## config.mk

```make
export PLATFORM = sky130hd
export DESIGN_NAME = bus_lsu_flat
export DESIGN_NICKNAME = d
export VERILOG_FILES = /design/src/rtl/bus_lsu_if.sv /design/src/rtl/bus_lsu.sv /design/src/flat_wrapper.sv
export SDC_FILE = /design/constraint.sdc
export NUM_CORES = 1
export LEC_CHECK = 0
export BUFFER_PORTS_ARGS = -buffer_cell sky130_fd_sc_hd__buf_2
export CAP_MARGIN = 15
export CORE_MARGIN = 2
export CORE_UTILIZATION = 35
export DETAILED_ROUTE_END_ITERATION = 8
export SETUP_SLACK_MARGIN = 0.1
export SKIP_LAST_GASP = 1
export SYNTH_ARGS = -nofsm -noshare
export SYNTH_HDL_FRONTEND = slang
export SYNTH_SLANG_ARGS = --single-unit
```

## constraint.sdc

```tcl
create_clock -name CLK -period 2.11 [get_ports CLK]
set_input_delay 0.211 -clock CLK [delete_from_list [all_inputs] [get_ports CLK]]
set_output_delay 0.211 -clock CLK [all_outputs]
set_load 0.01 [all_outputs]
```

## src/rtl/bus_lsu_if.sv

```systemverilog
// Bus-side signal bundle for bus_lsu: a two-phase SEL/ENABLE handshake with READY wait states.
// master = LSU side, slave = memory/peripheral side.
interface bus_lsu_if #(
  parameter int DATA_W = 32,
  parameter int ADDR_W = 32
);
  logic [ADDR_W-1:0]   ADDR;
  logic                SEL;
  logic                ENABLE;
  logic                WRITE;
  logic [DATA_W-1:0]   WDATA;
  logic [DATA_W/8-1:0] STRB;
  logic                READY;
  logic [DATA_W-1:0]   RDATA;
  logic                SLVERR;

  modport master (
    output ADDR, SEL, ENABLE, WRITE, WDATA, STRB,
    input  READY, RDATA, SLVERR
  );

  modport slave (
    input  ADDR, SEL, ENABLE, WRITE, WDATA, STRB,
    output READY, RDATA, SLVERR
  );
endinterface

```

## src/rtl/bus_lsu.sv

```systemverilog
// Load/store unit: turns one core memory request into a SETUP/ACCESS bus transfer.
// Optional ACCESS watchdog is compiled in with `define LSU_TIMEOUT_EN.
//
// state  | meaning
// IDLE   | waiting for transfer; latches request or flags an alignment fault
// SETUP  | SEL=1, ENABLE=0 for one cycle
// ACCESS | SEL=1, ENABLE=1 until READY (or watchdog expiry)
// DONE   | one-cycle ack, err and load writeback
module bus_lsu #(
  parameter int DATA_W         = 32,
  parameter int ADDR_W         = 32,
  parameter int REG_AW         = 5,
  parameter int TIMEOUT_CYCLES = 255
) (
  input  logic              CLK,
  input  logic              RESETn,
  input  logic              transfer,
  input  logic              req_write,
  input  logic [1:0]        req_size,
  input  logic              req_signed,
  input  logic [ADDR_W-1:0] req_addr,
  input  logic [DATA_W-1:0] req_wdata,
  input  logic [REG_AW-1:0] req_rd,
  output logic              stall,
  output logic              ack,
  output logic              wb_en,
  output logic [REG_AW-1:0] wb_rd,
  output logic [DATA_W-1:0] wb_data,
  output logic              err,
  bus_lsu_if.master         bus
);

  localparam int STRB_W = DATA_W / 8;
  localparam int LB     = $clog2(STRB_W);

  typedef enum logic [1:0] {IDLE, SETUP, ACCESS, DONE} state_t;

  state_t state, state_nxt;

  logic              op_write;
  logic [1:0]        op_size;
  logic              op_signed;
  logic [ADDR_W-1:0] op_addr;
  logic [DATA_W-1:0] op_wdata;
  logic [STRB_W-1:0] op_strb;
  logic [REG_AW-1:0] op_rd;
  logic              op_err;
  logic [DATA_W-1:0] wb_data_q;

  logic              misaligned;
  logic [DATA_W-1:0] lane_wdata;
  logic [STRB_W-1:0] lane_strb;
  logic [DATA_W-1:0] rd_shifted;
  logic [DATA_W-1:0] rd_mask;
  logic              rd_sign;
  logic [DATA_W-1:0] rd_ext;
  logic              timeout;

  always_comb begin
    misaligned = 1'b0;
    lane_wdata = req_wdata;
    lane_strb  = '1;
    case (req_size)
      2'd0: begin
        lane_wdata = {(DATA_W/8){req_wdata[7:0]}};
        lane_strb  = STRB_W'(1) << req_addr[LB-1:0];
      end
      2'd1: begin
        misaligned = req_addr[0];
        lane_wdata = {(DATA_W/16){req_wdata[15:0]}};
        lane_strb  = STRB_W'(3) << req_addr[LB-1:0];
      end
      2'd2: begin
        misaligned = |req_addr[1:0];
        lane_wdata = {(DATA_W/32){req_wdata[31:0]}};
        lane_strb  = STRB_W'(15) << req_addr[LB-1:0];
      end
      default: begin
        // dword only exists on a 64-bit bus
        misaligned = (DATA_W == 32) || (|req_addr[2:0]);
        lane_wdata = req_wdata;
        lane_strb  = '1;
      end
    endcase
  end

  always_comb begin
    rd_shifted = bus.RDATA >> {op_addr[LB-1:0], 3'b000};
    rd_mask    = '1;
    rd_sign    = 1'b0;
    case (op_size)
      2'd0:    begin rd_mask = DATA_W'(8'hFF);          rd_sign = rd_shifted[7];  end
      2'd1:    begin rd_mask = DATA_W'(16'hFFFF);       rd_sign = rd_shifted[15]; end
      2'd2:    begin rd_mask = DATA_W'(32'hFFFF_FFFF);  rd_sign = rd_shifted[31]; end
      default: begin rd_mask = '1;                      rd_sign = 1'b0;           end
    endcase
    // a native-width load has an all-ones mask, so extension is a no-op
    rd_ext = (rd_shifted & rd_mask) | ((op_signed && rd_sign) ? ~rd_mask : '0);
  end

`ifdef LSU_TIMEOUT_EN
  localparam int TW = $clog2(TIMEOUT_CYCLES + 1);

  logic [TW-1:0] to_cnt;

  assign timeout = (state == ACCESS) && !bus.READY && (to_cnt == TW'(TIMEOUT_CYCLES - 1));

  always_ff @(posedge CLK or negedge RESETn) begin
    if (!RESETn)
      to_cnt <= '0;
    else if (state == ACCESS && !bus.READY)
      to_cnt <= to_cnt + 1'b1;
    else
      to_cnt <= '0;
  end
`else
  assign timeout = 1'b0;
`endif

  always_comb begin
    state_nxt = state;
    case (state)
      IDLE:    if (transfer) state_nxt = misaligned ? DONE : SETUP;
      SETUP:   state_nxt = ACCESS;
      ACCESS:  if (bus.READY || timeout) state_nxt = DONE;
      DONE:    state_nxt = IDLE;
      default: state_nxt = IDLE;
    endcase
  end

  always_ff @(posedge CLK or negedge RESETn) begin
    if (!RESETn) begin
      state     <= IDLE;
      op_write  <= 1'b0;
      op_size   <= 2'd0;
      op_signed <= 1'b0;
      op_addr   <= '0;
      op_wdata  <= '0;
      op_strb   <= '0;
      op_rd     <= '0;
      op_err    <= 1'b0;
      wb_data_q <= '0;
    end else begin
      state <= state_nxt;
      if (state == IDLE && transfer) begin
        op_write  <= req_write;
        op_size   <= req_size;
        op_signed <= req_signed;
        op_addr   <= req_addr;
        op_wdata  <= req_write ? lane_wdata : '0;
        op_strb   <= req_write ? lane_strb : '0;
        op_rd     <= req_rd;
        op_err    <= misaligned;
      end
      if (state == ACCESS) begin
        if (bus.READY) begin
          op_err <= bus.SLVERR;
          if (!op_write) wb_data_q <= rd_ext;
        end else if (timeout) begin
          op_err <= 1'b1;
        end
      end
    end
  end

  assign bus.ADDR   = op_addr;
  assign bus.SEL    = (state == SETUP) || (state == ACCESS);
  assign bus.ENABLE = (state == ACCESS);
  assign bus.WRITE  = op_write;
  assign bus.WDATA  = op_wdata;
  assign bus.STRB   = op_strb;

  assign ack     = (state == DONE);
  assign err     = ack && op_err;
  assign wb_en   = ack && !op_write && !op_err;
  assign wb_rd   = op_rd;
  assign wb_data = wb_data_q;
  assign stall   = transfer && !ack;

endmodule

```

## src/flat_wrapper.sv

```systemverilog
// flat-port wrapper written by rule: the top's interface ports become plain ports
module bus_lsu_flat 
#(
  parameter int DATA_W         = 32,
  parameter int ADDR_W         = 32,
  parameter int REG_AW         = 5,
  parameter int TIMEOUT_CYCLES = 255
)
  (CLK, RESETn, transfer, req_write, req_size, req_signed, req_addr, req_wdata, req_rd, stall, ack, wb_en, wb_rd, wb_data, err, bus_ADDR, bus_SEL, bus_ENABLE, bus_WRITE, bus_WDATA, bus_STRB, bus_READY, bus_RDATA, bus_SLVERR);
  bus_lsu_if #(.DATA_W(DATA_W), .ADDR_W(ADDR_W)) bus_i ();
  input  logic CLK;
  input  logic RESETn;
  input  logic transfer;
  input  logic req_write;
  input  logic [1:0] req_size;
  input  logic req_signed;
  input  logic [ADDR_W-1:0] req_addr;
  input  logic [DATA_W-1:0] req_wdata;
  input  logic [REG_AW-1:0] req_rd;
  output logic stall;
  output logic ack;
  output logic wb_en;
  output logic [REG_AW-1:0] wb_rd;
  output logic [DATA_W-1:0] wb_data;
  output logic err;
  output wire logic [$bits(bus_i.ADDR)-1:0] bus_ADDR;
  output wire logic [$bits(bus_i.SEL)-1:0] bus_SEL;
  output wire logic [$bits(bus_i.ENABLE)-1:0] bus_ENABLE;
  output wire logic [$bits(bus_i.WRITE)-1:0] bus_WRITE;
  output wire logic [$bits(bus_i.WDATA)-1:0] bus_WDATA;
  output wire logic [$bits(bus_i.STRB)-1:0] bus_STRB;
  input wire logic [$bits(bus_i.READY)-1:0] bus_READY;
  input wire logic [$bits(bus_i.RDATA)-1:0] bus_RDATA;
  input wire logic [$bits(bus_i.SLVERR)-1:0] bus_SLVERR;
  assign bus_ADDR = bus_i.ADDR;
  assign bus_SEL = bus_i.SEL;
  assign bus_ENABLE = bus_i.ENABLE;
  assign bus_WRITE = bus_i.WRITE;
  assign bus_WDATA = bus_i.WDATA;
  assign bus_STRB = bus_i.STRB;
  assign bus_i.READY = bus_READY;
  assign bus_i.RDATA = bus_RDATA;
  assign bus_i.SLVERR = bus_SLVERR;
  bus_lsu #(.DATA_W(DATA_W), .ADDR_W(ADDR_W), .REG_AW(REG_AW), .TIMEOUT_CYCLES(TIMEOUT_CYCLES)) u_core (.CLK(CLK), .RESETn(RESETn), .transfer(transfer), .req_write(req_write), .req_size(req_size), .req_signed(req_signed), .req_addr(req_addr), .req_wdata(req_wdata), .req_rd(req_rd), .stall(stall), .ack(ack), .wb_en(wb_en), .wb_rd(wb_rd), .wb_data(wb_data), .err(err), .bus(bus_i));
endmodule
```

After elaboration in Yosys (flattened, before gate mapping)
Index checks and enable logic that the tools add are counted.
{"block": "word_totals", "register_bits": 112, "in_bits": 110, "word_cells": 58}
{"block": "classes", "n_mux": 15, "n_reduce_logical": 16, "n_eq_ne": 9, "bitwise_logic": 4, "n_shift": 4}
{"cell": "$pmux 32 s2", "n": 2}
{"cell": "$mux 32", "n": 2}
{"cell": "$and 32x32->32", "n": 1}
{"cell": "$not 32->32", "n": 1}
{"cell": "$or 32x32->32", "n": 1}
{"cell": "$shr 32x5->32", "n": 1}
{"cell": "$pmux 4 s3", "n": 1}
{"cell": "$eq 2x2->1 const B", "n": 4}
{"cell": "$pmux 2 s4", "n": 1}
{"cell": "$eq 2x1->1 const B", "n": 3}
{"cell": "$logic_and 1x1->1", "n": 6}
{"cell": "$logic_not 2->1", "n": 3}
{"cell": "$mux 2", "n": 3}
{"cell": "$pmux 1 s3", "n": 2}
{"cell": "$mux 4", "n": 1}
{"cell": "$shl 1x2->4 const A", "n": 1}
{"cell": "$shl 2x2->4 const A", "n": 1}
{"cell": "$shl 4x2->4 const A", "n": 1}
{"cell": "$logic_not 1->1", "n": 3}
{"cell": "$mux 1", "n": 3}
{"cell": "$reduce_and 3->1", "n": 1}
{"cell": "$ne 2x1->1 const B", "n": 1}
{"cell": "$ne 2x2->1 const B", "n": 1}
{"cell": "$reduce_and 2->1", "n": 1}
{"cell": "3 further kinds", "n": 3}

Depth between registers and ports, before layout
{"block": "logic_depth", "depth_word": 5, "depth_mapped": 8, "depth_no_buf": 6}

Least setup slack after synthesis
Ideal clock, no wire load.
{"block": "synth_path", "path_kind": "register to register", "startpoint": "register u_core.state[0]", "endpoint": "register u_core.wb_data_q[6], in the netlist u_core.wb_data[6]", "setup_ns": 0.125, "period_less_slack_ns": 1.829, "required_time_ns": 1.985, "path_slack_ns": 0.281, "path_stages_with_launch": 7, "arrival_ns": 1.704, "cell_sequence": "dfrtp_1 -> inv_1 -> ha_1 -> nand2_1 -> nor2_2 -> buf_2 -> mux2_2"}
{"block": "synth_via", "elab_chain_len": 2}
{"element": "start: declaration", "line_no": "bus_lsu.sv:38", "rtl": "state_t state, state_nxt;"}
{"element": "start signal: assignment", "line_no": "bus_lsu.sv:144", "rtl": "state <= state_nxt;"}
{"element": "$eq 2x2->1"}
{"element": "named net bus_ENABLE", "line_no": "flat_wrapper.sv:28", "rtl": "output wire logic [$bits(bus_i.ENABLE)-1:0] bus_ENABLE;"}
{"element": "$reduce_and 3->1 (no line)"}
{"element": "end signal: assignment", "line_no": "bus_lsu.sv:158", "rtl": "if (!op_write) wb_data_q <= rd_ext;"}
{"element": "end: declaration", "line_no": "bus_lsu.sv:48", "rtl": "logic [DATA_W-1:0] wb_data_q;"}
The timed path passes the listed nets, and every way through them passes these cells.
A chain may end at the register's enable or synchronous reset.

Worst setup path in the final report
{"block": "layout_path", "startpoint": "register u_core.op_addr[1], in the netlist u_core.bus.ADDR[1]", "endpoint": "register u_core.wb_data_q[16], in the netlist u_core.wb_data[16]"}
{"block": "layout_via", "elab_chain_len": 5, "word_cells_on_any_way": 6}
{"element": "start: declaration", "line_no": "bus_lsu.sv:43", "rtl": "logic [ADDR_W-1:0] op_addr;"}
{"element": "start signal: assignment", "line_no": "bus_lsu.sv:149", "rtl": "op_addr <= req_addr;"}
{"element": "$shr 32x5->32 (*)", "line_no": "bus_lsu.sv:88", "rtl": "rd_shifted = bus.RDATA >> {op_addr[LB-1:0], 3'b000};"}
{"element": "$pmux 1 s3", "line_no": "bus_lsu.sv:91", "rtl": "case (op_size)"}
{"element": "$logic_and 1x1->1", "line_no": "bus_lsu.sv:98", "rtl": "rd_ext = (rd_shifted & rd_mask) | ((op_signed && rd_sign) ? ~rd_mask : '0);"}
{"element": "$mux 32", "line_no": "bus_lsu.sv:98"}
{"element": "$or 32x32->32 (*)", "line_no": "bus_lsu.sv:98"}
Every way passes the cells marked *; elsewhere a longest branch is shown, timed or not.

==> impl_metrics.csv <==
group,metric,value,unit
sta,finalSetupViolations,0,
setup_path,reg2regPathDepth,4,
setup_path,slowest_stage,"o31ai_2",
cells_and_area,fin_nets,794,
detailed_routing,drt-initial-drc-count,176,
global_route,grt_max_degree,50,
yosys,yosysMostFrequentCell,"dfrtp_1",
global_route,grt_pass1_vias,4537,
placement,dp_hpwl,11300,um
detailed_routing,avgViaCountPerCell,5.10,
sta,setup_tns,0,ns
power,total_power,9.96,mW
setup_path,crit_chain,"mux2i_1 -> nor3_1 -> o31ai_2 -> o311ai_1",
cells_and_area,multi_input_area,2230,sq um
power,swShare,0.376,
min_path,min_path_cells,2,
setup_path,critPathRequiredTime,2.29,ns
global_route,met1_usage,0.238,
detailed_routing,antenna_left,0,
yosys,syn-num-nets,577,
global_route,use_met3,0.0497,
detailed_routing,post-route-drc-count,0,
yosys,ys_seq_elements,112,
clocking,htreeDepth,3,
power,p_seq_frac,0.382,
sta,rsz0062_at_grt,"false",
clocking,cts_buffers,9,
clocking,clock-sinks,112,
sta,whs,0.0793,ns
floorplan,fp.coreArea,14500,sq um
yosys,async_reset_ff_frac,1.00,
setup_path,start_kind,"register",
yosys,seq_area_frac_synth,0.541,
power,p_int,6.22,mW
detailed_routing,dr.pass1.iters,5,
cells_and_area,regArea,2800,sq um
detailed_routing,routedWlPerCell,17.0,um
placement,post-place-ws,0.264,ns
cells_and_area,fillers,1380,
global_route,grt_util_met2,0.314,
setup_path,slowest_delay,0.55,ns
setup_path,worstPathMaxFanout,8,
setup_path,end_kind,"register",
floorplan,die_y,126,um
cells_and_area,antenna_cells,0,
power,p_clk_frac,0.179,
floorplan,ios,222,
sta,layout_setup_ws,0.292,ns
placement,place_congestion,0.816,
global_route,grt_usage,0.187,
yosys,synth-edff-count,0,
clocking,cts_buffer_depth,2,
power,ir_drop,0.000574,V
clocking,cts_tree,"built",
yosys,syn_area,5180,sq um
yosys,synth_top_area_share,0.541,
yosys,synthDistinctLibCells,41,
setup_path,cp.depth,4,
run,cap_violations,0,
yosys,synth_common_cells,"dfrtp_1 (112), nand2_1 (55), mux2_2 (45)",
sta,fmax,550,MHz
setup_path,arrival,2.00,ns
yosys,synthTopCellsByArea,"dfrtp_1 (54%), mux2_2 (9.8%), mux2i_1 (4.8%)",
clocking,clock_latency,0.35,ns
floorplan,die_area,15800,sq um
sta,fin_worst_skew,0.00989,ns
cells_and_area,utilization,0.474,
setup_path,path_class,"register to register",
sta,hold_viol,0,
yosys,synth_flop_cell,"dfrtp_1",
setup_path,crit_buf_inv,0,
yosys,postSynthCellCount,459,
floorplan,initial_core_util,0.358,
power,combPwrFrac,0.439,
setup_path,crit_family,"compound AO/OA/AOI/OAI gates",
sta,worst_slew_margin_rel,0.621,
detailed_routing,wl,14700,um
cells_and_area,drive_gt1_frac,0.449,
global_route,grt.busiest_layer,"met2",
sta,period_minus_slack,1.82,ns
floorplan,die_w,126,um
detailed_routing,vias,4409,
power,power.leakage,3.47,nW
yosys,syn_avg_cell_area,11.3,sq um
cells_and_area,syn_to_final_growth,32.3,%
clocking,clk_pin_slew_worst_paths,0.08,ns
run_status,status,"finished clean",
sta,period_share,0.862,
global_route,grt_pass1_wl,23700,um
floorplan,num_rows,44,
global_route,antenna_found_initial,0,
power,power_density,1450,nW/um^2
yosys,ys_warn_count,0,
min_path,hold_class,"primary input to register",
power,switchingPower,3.74,mW
clocking,cts_setup_buffers,0,
global_route,gr-total-overflow,0,
sta,maxSlewViolCount,0,
clocking,clockRootBuffer,"clkbuf_16",
yosys,yosysTopAreaCell,"dfrtp_1",
placement,numPortBuffers,221,
sta,worst_pin_slew,0.565,ns
==> cells by family (layout without fill, tap and decap cells) <==
family                   Yosys count  count (layout)  share of synthesized area
adder cells (fa/ha/maj)            8               8                     0.0193
flip-flops                       112             112                      0.541
buffers and inverters             34             256                     0.0314
AO/OA/AOI/OAI                    119             119                      0.158
multiplexers                      71              71                      0.149
AND/OR/NAND/NOR                  115             115                      0.102
==> worst register-to-register path: cells and delay by family (launching register included) <==
family / cells / cell delay (ns)
flip-flops: 1 / 0.48
AO/OA/AOI/OAI: 2 / 0.77
multiplexers: 1 / 0.28
AND/OR/NAND/NOR: 1 / 0.12
==> cell usage in the layout (no fill, tap or decap), types with 3 or more instances in the layout <==
cell       count
mux2_2        45
a21oi_1       20
ha_1           8
clkbuf_16      9
o2bb2ai_1      7
o21ai_0       42
buf_4          9
dfrtp_1      112
o311ai_1       8
nor2b_1       10
a22o_1        17
a211oi_1       7
mux2i_1       25
nor2_1        31
nand2b_1       3
buf_12         4
buf_2        220
a221o_1        8
inv_1          6
nand2_1       54
o211ai_1       3
==> flip-flops by register name, indices dropped and copies added, names as in the netlist <==
register and cells:
u_core.bus.ADDR 32, u_core.bus.WDATA 32, u_core.wb_data 32, u_core.wb_rd 5, u_core.bus.STRB 4, u_core.op_size 2
u_core.state 2, u_core.bus.WRITE 1, u_core.op_err 1, u_core.op_signed 1
==> stage by stage <==
| stage | cells | cell area, sq um |
|---|---|---|
| floorplan | 459 | 5180 |
| global placement | 848 | 6520 |
| detailed placement | 848 | 6520 |
| CTS | 865 | 6850 |
| global route | 865 | 6860 |
| finish | 865 | 6860 |
==> layout make-up <==
type                       instances  share of cell area
sequential                       112               0.409
multi-input combinational        313               0.325
timing repair buffer             234               0.184
clock buffer                      11              0.0369
tap                              184              0.0336
clock inverter                     5             0.00894
inverter                           6             0.00328
==> power groups by stage <==
stage               Clock [mW]  Combinational, mW  Sequential, mW
floorplan                    0               2.20            4.21
global route              1.92               4.81            3.95
global placement             0               4.34            3.80
CTS                       1.85               4.43            3.81
detailed placement           0               4.43            3.83
finish                    1.79               4.37            3.80
==> layer usage <==
layer	vias to the layer above	part of all wire	routed length (um)
met4	0	0.014	201
met3	12	0.079	1160
met1	2145	0.42	6160
li1	2075	-	-
met5	-	0	0
met2	177	0.49	7200
==> path summary, 6_finish.rpt <==
path	startpoint	to	slack, ns
setup / recovery	u_core.bus.ADDR[1]	u_core.wb_data[16]	0.29
hold / removal	req_addr[23]	u_core.bus.ADDR[23]	0.08
setup reg to reg	u_core.bus.ADDR[1]	u_core.wb_data[16]	0.29
hold reg to reg	u_core.bus.STRB[0]	u_core.bus.STRB[0]	0.48
max in group asynchronous	RESETn	u_core.bus.WDATA[29]	1.12
min in group asynchronous	RESETn	u_core.wb_data[4]	0.31
==> timing repair <==
item,in CTS,in global routing
hold endpoints to repair,24,0
endpoints found under the setup margin,0,19
hold buffers,1,0
resized for setup,0,2
(Power assumes the default switching activity.)
